[src/rtl/riscv_fetch_queue.sv]
// Instruction-fetch front end: owns the PC, issues word reads to a synchronous
// imem and buffers returns in a FIFO for decode. Optional macro: FETCH_BYPASS_EN.
module riscv_fetch_queue #(
  parameter int              XLEN     = 32,
  parameter int              DEPTH    = 4,
  parameter int              IMEM_AW  = 10,
  parameter logic [XLEN-1:0] RESET_PC = '0
) (
  input  logic               clock,
  input  logic               reset,
  output logic               imem_req,
  output logic [IMEM_AW-1:0] imem_addr,
  input  logic [31:0]        imem_rdata,
  input  logic               redirect_valid,
  input  logic [XLEN-1:0]    redirect_pc,
  output logic               if_valid,
  output logic [31:0]        if_instr,
  output logic [XLEN-1:0]    if_pc,
  input  logic               id_ready
);

  localparam int              PTR_W    = $clog2(DEPTH);
  localparam int              CNT_W    = PTR_W + 1;
  localparam logic [31:0]     NOP      = 32'h0000_0013;
  localparam logic [XLEN-1:0] PC_ALIGN = ~XLEN'(3);

  // Handshake: an entry leaves the queue on a rising edge where if_valid and
  // id_ready are both high and neither reset nor redirect_valid is asserted.

  logic [XLEN-1:0]  pc_q, pc_d;
  logic             inflight_q, inflight_d;
  logic [XLEN-1:0]  inflight_pc_q, inflight_pc_d;
  logic [PTR_W-1:0] head_q, head_d;
  logic [PTR_W-1:0] tail_q, tail_d;
  logic [CNT_W-1:0] count_q, count_d;
  logic [XLEN-1:0]  fifo_pc_q    [DEPTH];
  logic [31:0]      fifo_instr_q [DEPTH];

  logic             flush;
  logic [XLEN-1:0]  flush_pc;
  logic [CNT_W-1:0] occupancy;
  logic             fifo_empty;
  logic             bypass;
  logic             push;
  logic             pop;

  always_comb begin
    flush      = reset || redirect_valid;
    flush_pc   = (reset ? RESET_PC : redirect_pc) & PC_ALIGN;
    occupancy  = count_q + CNT_W'(inflight_q);
    fifo_empty = (count_q == '0);
    imem_req   = !flush && (occupancy < CNT_W'(DEPTH));
    imem_addr  = pc_q[IMEM_AW+1:2];
  end

`ifdef FETCH_BYPASS_EN
  // A return landing on an empty queue is shown to decode in the same cycle.
  assign bypass = fifo_empty && inflight_q && !flush;
`else
  assign bypass = 1'b0;
`endif

  // A bypassed return consumed by decode never enters the queue.
  assign pop  = !fifo_empty && id_ready && !flush;
  assign push = inflight_q && !flush && !(bypass && id_ready);

  always_comb begin
    pc_d          = pc_q;
    inflight_d    = inflight_q;
    inflight_pc_d = inflight_pc_q;
    head_d        = head_q;
    tail_d        = tail_q;
    count_d       = count_q;
    if (flush) begin
      pc_d       = flush_pc;
      inflight_d = 1'b0;
      head_d     = '0;
      tail_d     = '0;
      count_d    = '0;
    end else begin
      inflight_d = imem_req;
      if (imem_req) begin
        pc_d          = pc_q + XLEN'(4);
        inflight_pc_d = pc_q;
      end
      if (push) tail_d = tail_q + PTR_W'(1);
      if (pop)  head_d = head_q + PTR_W'(1);
      count_d = count_q + CNT_W'(push) - CNT_W'(pop);
    end
  end

  always_ff @(posedge clock) begin
    if (reset) begin
      pc_q          <= RESET_PC & PC_ALIGN;
      inflight_q    <= 1'b0;
      inflight_pc_q <= '0;
      head_q        <= '0;
      tail_q        <= '0;
      count_q       <= '0;
    end else begin
      pc_q          <= pc_d;
      inflight_q    <= inflight_d;
      inflight_pc_q <= inflight_pc_d;
      head_q        <= head_d;
      tail_q        <= tail_d;
      count_q       <= count_d;
    end
  end

  always_ff @(posedge clock) begin
    if (push) begin
      fifo_pc_q[tail_q]    <= inflight_pc_q;
      fifo_instr_q[tail_q] <= imem_rdata;
    end
  end

  always_comb begin
    if_valid = !fifo_empty || bypass;
    if_instr = NOP;
    if_pc    = '0;
    if (!fifo_empty) begin
      if_instr = fifo_instr_q[head_q];
      if_pc    = fifo_pc_q[head_q];
    end
`ifdef FETCH_BYPASS_EN
    else if (bypass) begin
      if_instr = imem_rdata;
      if_pc    = inflight_pc_q;
    end
`endif
  end

endmodule

[config.mk]
export PLATFORM = sky130hd
export DESIGN_NAME = riscv_fetch_queue
export DESIGN_NICKNAME = d
export VERILOG_FILES = /design/src/rtl/riscv_fetch_queue.sv
export SDC_FILE = /design/constraint.sdc
export NUM_CORES = 1
export LEC_CHECK = 0
export BUFFER_PORTS_ARGS = -buffer_cell sky130_fd_sc_hd__buf_2
export CELL_PAD_IN_SITES_DETAIL_PLACEMENT = 2
export CELL_PAD_IN_SITES_GLOBAL_PLACEMENT = 2
export CORE_UTILIZATION = 30
export CTS_BUF_LIST = sky130_fd_sc_hd__clkbuf_4
export DETAILED_ROUTE_END_ITERATION = 10
export PLACE_DENSITY_LB_ADDON = 0.12
export SYNTH_ARGS = -nofsm -noshare
export SYNTH_HDL_FRONTEND = slang
export SYNTH_SLANG_ARGS = --single-unit
[constraint.sdc]
create_clock -name clock -period 3.4 [get_ports clock]
set_clock_uncertainty 0.15 [all_clocks]
set_input_delay 0.68 -clock clock [delete_from_list [all_inputs] [get_ports clock]]
set_output_delay 0.68 -clock clock [all_outputs]
set_load 0.01 [all_outputs]
==> flow_summary_export.csv, run 1 <==
group,metric,value,unit
grt,grt_max_degree,63,
timing,rsz0062_at_grt,"false",
timing,setup_viol,0,
clock_network,cts_tree,"yes",
timing,max_freq,0.3167,GHz
clock_network,cts-buffers-inserted,89,
clock_network,cts_root_buffer,"clkbuf_4",
timing,finalCriticalPeriod,3.158,ns
placed_design,dp_slack,0.3420,ns
synth,yosysTopAreaCellShare,0.5871,
timing,fin_ws,0.2423,ns
finish,fin_nets,1106,
clock_network,clk_pin_slew,0.07,ns
detailed_routing,highest-signal-layer,"met4",
setup_path,r2r_cells,5,
hold_path,hold_path_class,"input pin to flop",
synth,yosysWarningCount,0,
setup_path,r2r-start,"pc_q[7]$_SDFFE_PP0P_",
clock_network,insertion_delay,0.73,ns
timing,finalSetupTns,0,ns
finish,final_layout_size_suffix_gt1_frac,0.3633,
placed_design,dp.cells,1435,
synth,synth_commonest_cells,"edfxtp_1 (248), dfxtp_1 (70), nand2_1 (63), mux4_2 (62), and2_1 (61)",
setup_path,crit-reg2reg-capture,"pc_q[31]$_SDFFE_PP0P_",
detailed_routing,drtAntennaViolNets,0,
synth,synth_top_area_cell,"edfxtp_1",
synth,synth_cells,793,
detailed_routing,route.detailed.wl_per_inst,20.00,µm
floorplanning,start_util,0.3072,
placed_design,dp_hpwl,20.10,mm
grt,grt_pass1_wl,51.12,mm
detailed_routing,wl_met1,15.46,mm
grt,antenna_found_initial,2,
floorplanning,rows,74,
floorplanning,ios,144,
hold_path,holdPathStages,3,
finish,final_util,0.3794,
synth,synth.most_common_cell,"edfxtp_1",
detailed_routing,dr.pass1.iters,6,
synth,syn_avg_cell_area,16.00,µm²
synth,yosysSeqAreaShare,0.6976,
timing,timing.final.crit_share,0.9287,
detailed_routing,first_iter_violations,344,
timing,tightest_slew,0.6404,ns
timing,hold_viol_final,0,
timing,slew_viol_final,0,
synth,synth_area_leaders,"edfxtp_1 (59%), dfxtp_1 (11%), mux4_2 (11%)",
clock_network,clock_path_buffers,3,
hold_path,hold_end,"pc_q[26]$_SDFFE_PP0P_",
clock_network,cts_sinks,318,
synth,synth_edf_count,248,
setup_path,path_class,"flop to primary output",
grt,grt_overflow,0,
grt,grt_pass1_vias,8542,
setup_path,endpoint_kind,"primary output",
clock_network,ctsHtreeMaxLevel,3,
pwr,leakagePower,5.775,nW
status,status,"completed",
detailed_routing,wl_met2,15.31,mm
setup_path,rrSetupSlack,0.86,ns
placed_design,io_buffers,139,
finish,fin_area,15670,µm²
finish,syn_to_final_growth,23.52,%
floorplanning,die_h,207.6,µm
synth,synthFlopType,"edfxtp_1",
timing,relSlewSlack,0.5731,
setup_path,worstPathRequired,2.57,ns
setup_path,critPathArrivalTime,2.33,ns
synth,synth_area,12680,µm²
detailed_routing,drc,0,
synth,synthArstFlopShare,0,
hold_path,min_from,"redirect_pc[26]",
placed_design,place_area,14120,µm²
synth,synth_seq_cells,318,
pwr,max-vdd-ir-drop,158.4,µV
detailed_routing,wl_met3,1.372,mm
synth,ys_types,46,
run,maxCapViolCount,0,
setup_path,crit_fanout,6,
detailed_routing,num_vias,7608,
grt,grt.total_usage,0.1557,
detailed_routing,wirelength,32.68,mm
floorplanning,coreArea,41290,µm²
finish,stdcell_count,1634,
floorplanning,die_area,43110,µm²
detailed_routing,vias_per_cell,4.656,
setup_path,crit_path_start_kind,"flop",
floorplanning,dieWidth,207.6,µm
placed_design,routabilityCongestion,0.7104,
pwr,powerDensity,521.3,nW/µm²
-- worst max path at each step --
| stage | start | to | slack [ns] | depth (start not counted) |
|---|---|---|---|---|
| 2_1_floorplan | reset | fifo_instr_q[0][0]$_DFFE_PP_ | 0.17 | 3 |
| 3_3_place_gp | count_q[2]$_SDFF_PP0_ | count_q[2]$_SDFF_PP0_ | 0.34 | 11 |
| 3_5_place_dp | count_q[2]$_SDFF_PP0_ | count_q[2]$_SDFF_PP0_ | 0.34 | 11 |
| 4_1_cts | flop | if_instr[31] | 0.08 | 4 |
| 5_1_grt | inflight_q$_SDFF_PP0_ | imem_req | 0.05 | 6 |
| 6_report | flop | if_instr[4] | 0.24 | 4 |
-- placed cells by master (no fill, tap or decap), types with 5 or more instances in the layout --
cell and instances:
mux4_2 62, clkbuf_4 139, nor2_1 37, nand4_1 13, xor2_1 9, nor3_1 11, nand3_1 9, dfxtp_1 68
buf_4 21, nand3b_1 30, inv_1 12, ha_1 7, o21ai_0 7, a211oi_1 18, and2_1 61, clkinv_1 14
xnor2_1 20, buf_2 139, nor4_1 8, and3_2 5, dlygate4sd3_1 33, buf_12 11, nand2_1 63, or2_2 5
edfxtp_1 248
-- metal layers --
metal / track usage / vias to the layer above
li1: - / 3537
met1: 0.2088 / 3845
met2: 0.2459 / 187
met3: 0.03510 / 39
met4: 0.06003 / 0
met5: 0 / -
-- sequential cells by signal, summed over array words and instances, names as in the netlist, named ones only --
name / flops
count_q: 3
pc_q: 30
tail_q: 2
fifo_pc_q: 120
head_q: 2
fifo_instr_q: 128
inflight_pc_q: 30
inflight_q: 1
-- critical path, stage by stage, from the launching register on --
cell and delay [ns]:
dfxtp_4 0.43, buf_4 0.20, mux4_2 0.51, or2_2 0.30
buf_2 0.15
-- logic make-up after synthesis --
family,share of synthesized area
adders and majority gates,0.008483
xor gates and xnor gates,0.02002
DFF,0.6976
muxes,0.1117
buffers and inverters,0.02614
AOI/OAI and AO/OA,0.02328
and+or+nand+nor,0.1125
other,0.0002956
-- final cells by class --
cell class              count  area (µm²)
clock inverters            23       122.6
clock buffers             139        1044
repair buffers            204        1404
fillers                  4204       25630
multi-input cells         404        3525
well taps                 532       665.6
diodes                      1       2.502
flip-flops and latches    318        8856
inverters                  13       48.80
-- report_power, final --
group / total [mW] / internal (mW) / switching [mW] / leakage, nW
clock: 3.55 / 1.93 / 1.62 / 0.708
combinational: 0.297 / 0.137 / 0.159 / 2.14
sequential: 4.32 / 4.24 / 0.0736 / 2.93
total: 8.17 / 6.31 / 1.86 / 5.78
-- repair_timing --
item	in CTS	in global routing
endpoints found under the setup margin	59	0
endpoints found under the hold margin	129	0
hold buffers	33	0
buffers inserted	3	0
resized for setup	3	0
-- stage by stage --
| stage | power (mW) | hold WS, ns |
|---|---|---|
| 3_3_place_gp | 4.665 | 0.3235 |
| 3_5_place_dp | 4.673 | 0.3426 |
| 4_1_cts | 8.369 | 0.004007 |
| 2_1_floorplan | 4.527 | 0.2764 |
| 5_1_grt | 8.587 | 0.02789 |
| 6_report | 8.168 | 0.1014 |
Power figures use the tool's default switching activity.
==> run 2: changes to the inputs <==
- HOLD_SLACK_MARGIN: not set -> 0.12
==> run 2 against run 1 <==
Non-clock buffer count rose by 27. Sequential power is essentially flat. Worst hold slack improved by 0.11 ns. Final cell count increased by 1.7%. Final area is 1.7% higher. Utilization increased by 0.65 points. Via count is 1.4% higher. Clock-buffer cell count stayed put. Register-to-register slack about the same. Worst setup slack about the same. Critical path depth did not move. Sequential share of layout area fell by 0.96 points. Critical path type unchanged. Critical endpoint unchanged.
==> flow_summary_export.csv, run 2 (synthesis results as in run 1) <==
group,metric,value,unit
setup_path,crit_chain,"buf_4, mux4_2, or2_2, buf_2",
run,maxCapViolCount,0,
pwr,p_sw_frac,0.2270,
hold_path,hold_path_class,"input pin to flop",
setup_path,path_class,"flop to primary output",
pwr,power_frac_seq,0.527,
clock_network,insertion_delay,0.74,ns
timing,slew_viol_final,0,
clock_network,cts_tree,"yes",
finish,layout_commonest_cell,"edfxtp_1",
grt,grt.total_usage,0.1564,
finish,layout_common_cells,"edfxtp_1 (248), clkbuf_4 (139), buf_2 (139), dfxtp_1 (68), nand2_1 (63)",
finish,largest_reg_flops,128,
timing,rsz0062_at_grt,"false",
pwr,leakagePower,5.888,nW
setup_path,cp_num_buf_inv,2,
clock_network,cts_sinks,318,
setup_path,cpPeakStageDelay,0.51,ns
floorplanning,die_h,207.6,µm
detailed_routing,route.detailed.wl_per_inst,19.76,µm
finish,final_layout_size_suffix_gt1_frac,0.3546,
floorplanning,die_area,43110,µm²
setup_path,crit_fanout,6,
setup_path,cp_slowest_cell,"mux4_2",
detailed_routing,num_vias,7711,
pwr,p_clk_frac,0.434,
setup_path,worstPathRequired,2.57,ns
clock_network,clock_path_buffers,3,
timing,tightest_slew,0.6385,ns
timing,finalSetupTns,0,ns
status,status,"completed",
placed_design,io_buffers,139,
finish,top_register,"fifo_instr_q",
floorplanning,rows,74,
pwr,max-vdd-ir-drop,158.4,µV
clock_network,cts_root_buffer,"clkbuf_4",
finish,fin_area,15940,µm²
timing,finalCriticalPeriod,3.158,ns
detailed_routing,first_iter_violations,339,
pwr,power.internal,6.333,mW
timing,timing.final.crit_share,0.9287,
timing,max_freq,0.3167,GHz
pwr,powerDensity,514.0,nW/µm²
timing,hold_viol_final,0,
floorplanning,start_util,0.3072,
clock_network,clk_pin_slew,0.07,ns
placed_design,dp_hpwl,20.10,mm
pwr,combPwrFrac,0.039,
pwr,finalPower,8.192,mW
detailed_routing,wirelength,32.82,mm
finish,fillers,4195,
detailed_routing,drtAntennaViolNets,0,
floorplanning,ios,144,
finish,fin_nets,1133,
timing,setup_viol,0,
placed_design,routabilityCongestion,0.7104,
detailed_routing,drc,0,
setup_path,endpoint_kind,"primary output",
floorplanning,coreArea,41290,µm²
grt,grt_pass1_wl,51.36,mm
detailed_routing,vias_per_cell,4.642,
finish,syn_to_final_growth,25.65,%
detailed_routing,dr.pass1.iters,4,
grt,grt_max_degree,63,
finish,layout_top_registers,"fifo_instr_q: 128 flops, fifo_pc_q: 120 flops",
clock_network,ctsHtreeMaxLevel,3,
pwr,p_switching,1.860,mW
grt,antenna_found_initial,2,
setup_path,critPathArrivalTime,2.33,ns
grt,grt_pass1_vias,8643,
setup_path,crit_path_start_kind,"flop",
clock_network,cts-buffers-inserted,89,
timing,relSlewSlack,0.5743,
setup_path,crit_family,"multiplexers",
grt,grt_overflow,0,
floorplanning,dieWidth,207.6,µm
placed_design,place_area,14120,µm²
[run 2: cell types whose count changed in the layout (fill, tap and decap cells not counted)]
cell	change
dlygate4sd3_1	+27
[run 2: cell type report]
| class | count | area, µm² | share of cell area |
|---|---|---|---|
| multi-input cells | 404 | 3525 | 0.2211 |
| diodes | 1 | 2.502 | 0.0001570 |
| repair buffers | 231 | 1674 | 0.1050 |
| flip-flops and latches | 318 | 8856 | 0.5557 |
| clock inverters | 23 | 122.6 | 0.007694 |
| well taps | 532 | 665.6 | 0.04176 |
| inverters | 13 | 48.80 | 0.003062 |
| clock buffers | 139 | 1044 | 0.06547 |
[run 2: per-stage QoR]
step | setup WS (ns) | utilization | hold slack (ns) | cells
3_3_place_gp | 0.3424 | 0.3419 | 0.3235 | 1435
5_1_grt | 0.05284 | 0.3860 | 0.1778 | 1661
6_report | 0.2423 | 0.3860 | 0.2153 | 1661
2_1_floorplan | 0.1695 | - | 0.2764 | 794
4_1_cts | 0.07723 | 0.3859 | 0.1281 | 1660
3_5_place_dp | 0.3420 | 0.3419 | 0.3426 | 1435
[run 2: final timing paths]
check | start | slack, ns | end | cells past startpoint
worst min register to register | inflight_pc_q[14]$_SDFFE_PP0P_ | 0.34 | fifo_pc_q[3][14]$_DFFE_PP_ | 0
worst max-delay path | flop | 0.24 | if_instr[4] | 4
worst max register to register | count_q[2]$_SDFF_PP0_ | 0.87 | count_q[2]$_SDFF_PP0_ | 11
worst min-delay path | redirect_pc[21] | 0.22 | pc_q[21]$_SDFFE_PP0P_ | 3
[run 2: power by group through the flow]
stage / combinational (mW) / clock [mW] / sequential [mW]
finish: 0.320 / 3.56 / 4.32
global route: 0.356 / 3.93 / 4.32
CTS: 0.327 / 3.75 / 4.32
detailed placement: 0.270 / 0 / 4.40
global placement: 0.266 / 0 / 4.40
floorplan: 0.157 / 0 / 4.37
[run 2: metal layers]
metal / track usage / vias to the layer above / routed length, µm
met5: 0 / - / 0
met2: 0.2496 / 193 / 15480
met3: 0.03495 / 40 / 1361
li1: - / 3590 / -
met4: 0.06003 / 0 / 533
met1: 0.2078 / 3888 / 15450
[run 2: tightest hold or removal path, delay by kind of cell]
kind / cells / cell delay (ns)
compound gates: 1 / 0.07
simple gates: 1 / 0.16
buf+inv: 1 / 0.10
[run 2: repair_timing]
action                                  4_1_cts  5_1_grt
endpoints found under the setup margin       59        0
buffers inserted                              3        0
resized for setup                             3        0
hold endpoints to repair                    159        0
hold buffers                                 60        0
==> run 3: changes to the inputs <==
- clock period: 3.4 -> 2.9 ns (I/O delays scaled with it)
==> run 3 against run 2 <==
The run now ends with setup timing left. Utilization up 1.8 points. Worst setup slack worse by 0.40 ns. Routed wire length up 1.1%. Critical path depth up 2. Register-to-register slack worse by 0.45 ns. Sequential cell count unchanged. Sequential power up 17%. Global-route usage up 0.28 points. Die area unchanged. First-iteration DRC count down 4.7%. Clock-buffer cell count down 3. Non-clock buffer count up 23. Critical path type unchanged. Largest power group unchanged.
==> flow_summary_export.csv, run 3 (synthesis results as in run 1) <==
group,metric,value,unit
status,status,"finished, violations left",
status,violations,"setup timing",
clock_network,clock_path_buffers,3,
finish,final_layout_size_suffix_gt1_frac,0.4002,
finish,layout_top_registers,"fifo_instr_q: 128 flops, fifo_pc_q: 120 flops",
finish,syn_to_final_growth,31.52,%
setup_path,path_class,"flop to primary output",
finish,multiInputGateArea,3646,µm²
finish,largest_reg_flops,128,
floorplanning,rows,74,
pwr,powerDensity,581.9,nW/µm²
grt,grt_max_degree,62,
setup_path,critPathArrivalTime,2.33,ns
hold_path,holdPathStages,4,
floorplanning,dieWidth,207.6,µm
timing,tightest_slew,0.8621,ns
floorplanning,die_h,207.6,µm
clock_network,cts-buffers-inserted,89,
grt,grt_pass1_vias,8882,
clock_network,cts_sinks,318,
clock_network,insertion_delay,0.74,ns
finish,final_util,0.4040,
placed_design,routabilityCongestion,0.7119,
detailed_routing,first_iter_violations,323,
detailed_routing,route.detailed.wl_per_inst,19.75,µm
timing,fin_ws,-0.1602,ns
grt,antenna_found_initial,1,
timing,hold_viol_final,0,
finish,fillers,4060,
setup_path,worstPathRequired,2.17,ns
pwr,leakagePower,6.133,nW
grt,grt_pass1_wl,52.38,mm
setup_path,crit_fanout,7,
grt,grt_overflow,0,
finish,regArea,8855,µm²
detailed_routing,vias_per_cell,4.704,
floorplanning,die_area,43110,µm²
clock_network,cts_tree,"yes",
hold_path,hold_path_class,"input pin to flop",
run,maxCapViolCount,0,
clock_network,cts_root_buffer,"clkbuf_4",
detailed_routing,drc,0,
floorplanning,start_util,0.3072,
timing,slew_viol_final,0,
timing,max_freq,0.3268,GHz
placed_design,io_buffers,139,
setup_path,endpoint_kind,"primary output",
setup_path,rrSetupSlack,0.42,ns
floorplanning,coreArea,41290,µm²
detailed_routing,wirelength,33.18,mm
finish,fin_nets,1156,
placed_design,dp_slack,0.4142,ns
setup_path,crit-reg2reg-capture,"pc_q[28]$_SDFFE_PP0P_",
timing,fin_hold_ws,0.2129,ns
floorplanning,ios,144,
detailed_routing,dr.pass1.iters,4,
detailed_routing,num_vias,7903,
timing,rsz0062_at_grt,"true",
hold_path,min_from,"reset",
finish,layout_common_cells,"edfxtp_1 (248), clkbuf_4 (136), buf_2 (94), dfxtp_1 (67), dlygate4sd3_1 (65)",
setup_path,crit_path_start_kind,"flop",
clock_network,clk_pin_slew,0.06,ns
grt,grt.total_usage,0.1592,
setup_path,r2r-start,"pc_q[2]$_SDFFE_PP0P_",
timing,finalSetupTns,-5.107,ns
timing,relSlewSlack,0.4247,
timing,finalCriticalPeriod,3.060,ns
timing,setup_viol,61,
pwr,max-vdd-ir-drop,190.6,µV
detailed_routing,drtAntennaViolNets,0,
finish,top_register,"fifo_instr_q",
finish,layout_commonest_cell,"edfxtp_1",
timing,timing.final.crit_share,1.055,
setup_path,r2r_cells,6,
clock_network,ctsHtreeMaxLevel,3,
placed_design,dp_hpwl,19.95,mm
-- run 3: where the power goes --
part           leakage [nW]  total, mW  internal, mW  switching, mW
clock                 0.706       4.24          2.39           1.85
combinational          2.50      0.414         0.211          0.203
sequential             2.93       5.06          4.98         0.0803
-- run 3: critical path, stage by stage, from the launching register on --
cell	delay [ns]
dfxtp_4	0.41
buf_12	0.12
buf_12	0.10
buf_16	0.14
mux4_2	0.52
and2_4	0.18
buf_6	0.11
-- run 3: worst max path at each step --
| stage | cells after the start | slack (ns) | startpoint | to |
|---|---|---|---|---|
| floorplan | 4 | 0.21 | flop | if_instr[4] |
| global placement | 10 | 0.43 | reset | count_q[2]$_SDFF_PP0_ |
| detailed placement | 10 | 0.41 | reset | count_q[2]$_SDFF_PP0_ |
| CTS | 5 | -0.29 | flop | if_pc[19] |
| global route | 6 | -0.28 | flop | if_instr[19] |
| finish | 6 | -0.16 | flop | if_instr[19] |
-- run 3: stage by stage --
stage          power, mW  cell area [µm²]  cells
3_3_place_gp       5.479            14180   1445
2_1_floorplan      5.307            12690    794
6_report           9.707            16680   1680
4_1_cts            9.918            16560   1679
3_5_place_dp       5.489            14180   1445
5_1_grt            10.19            16680   1680
-- run 3: per-layer routing --
metal,vias to the layer above,wire length (µm),global-route usage
li1,3635,-,-
met1,4048,15360,0.2045
met2,185,16040,0.2645
met3,35,1304,0.03419
met4,0,472,0.05875
met5,-,0,0
-- run 3: final cells by class --
type,count,area share
Clock buffer,136,0.06120
Antenna cell,1,0.0001500
Clock inverter,22,0.009675
Multi-Input combinational cell,404,0.2185
Sequential cell,318,0.5307
Timing Repair Buffer,254,0.1369
Tap cell,532,0.03990
Inverter,13,0.002925
-- run 3: what timing repair did --
item / in CTS / in global routing
endpoints found under the hold margin: 165 / 0
pin swaps: 1 / 0
endpoints found under the setup margin: 63 / 62
hold buffers: 65 / 0
buffers inserted: 8 / 1
resized for setup: 89 / 32
cloned: 3 / 0
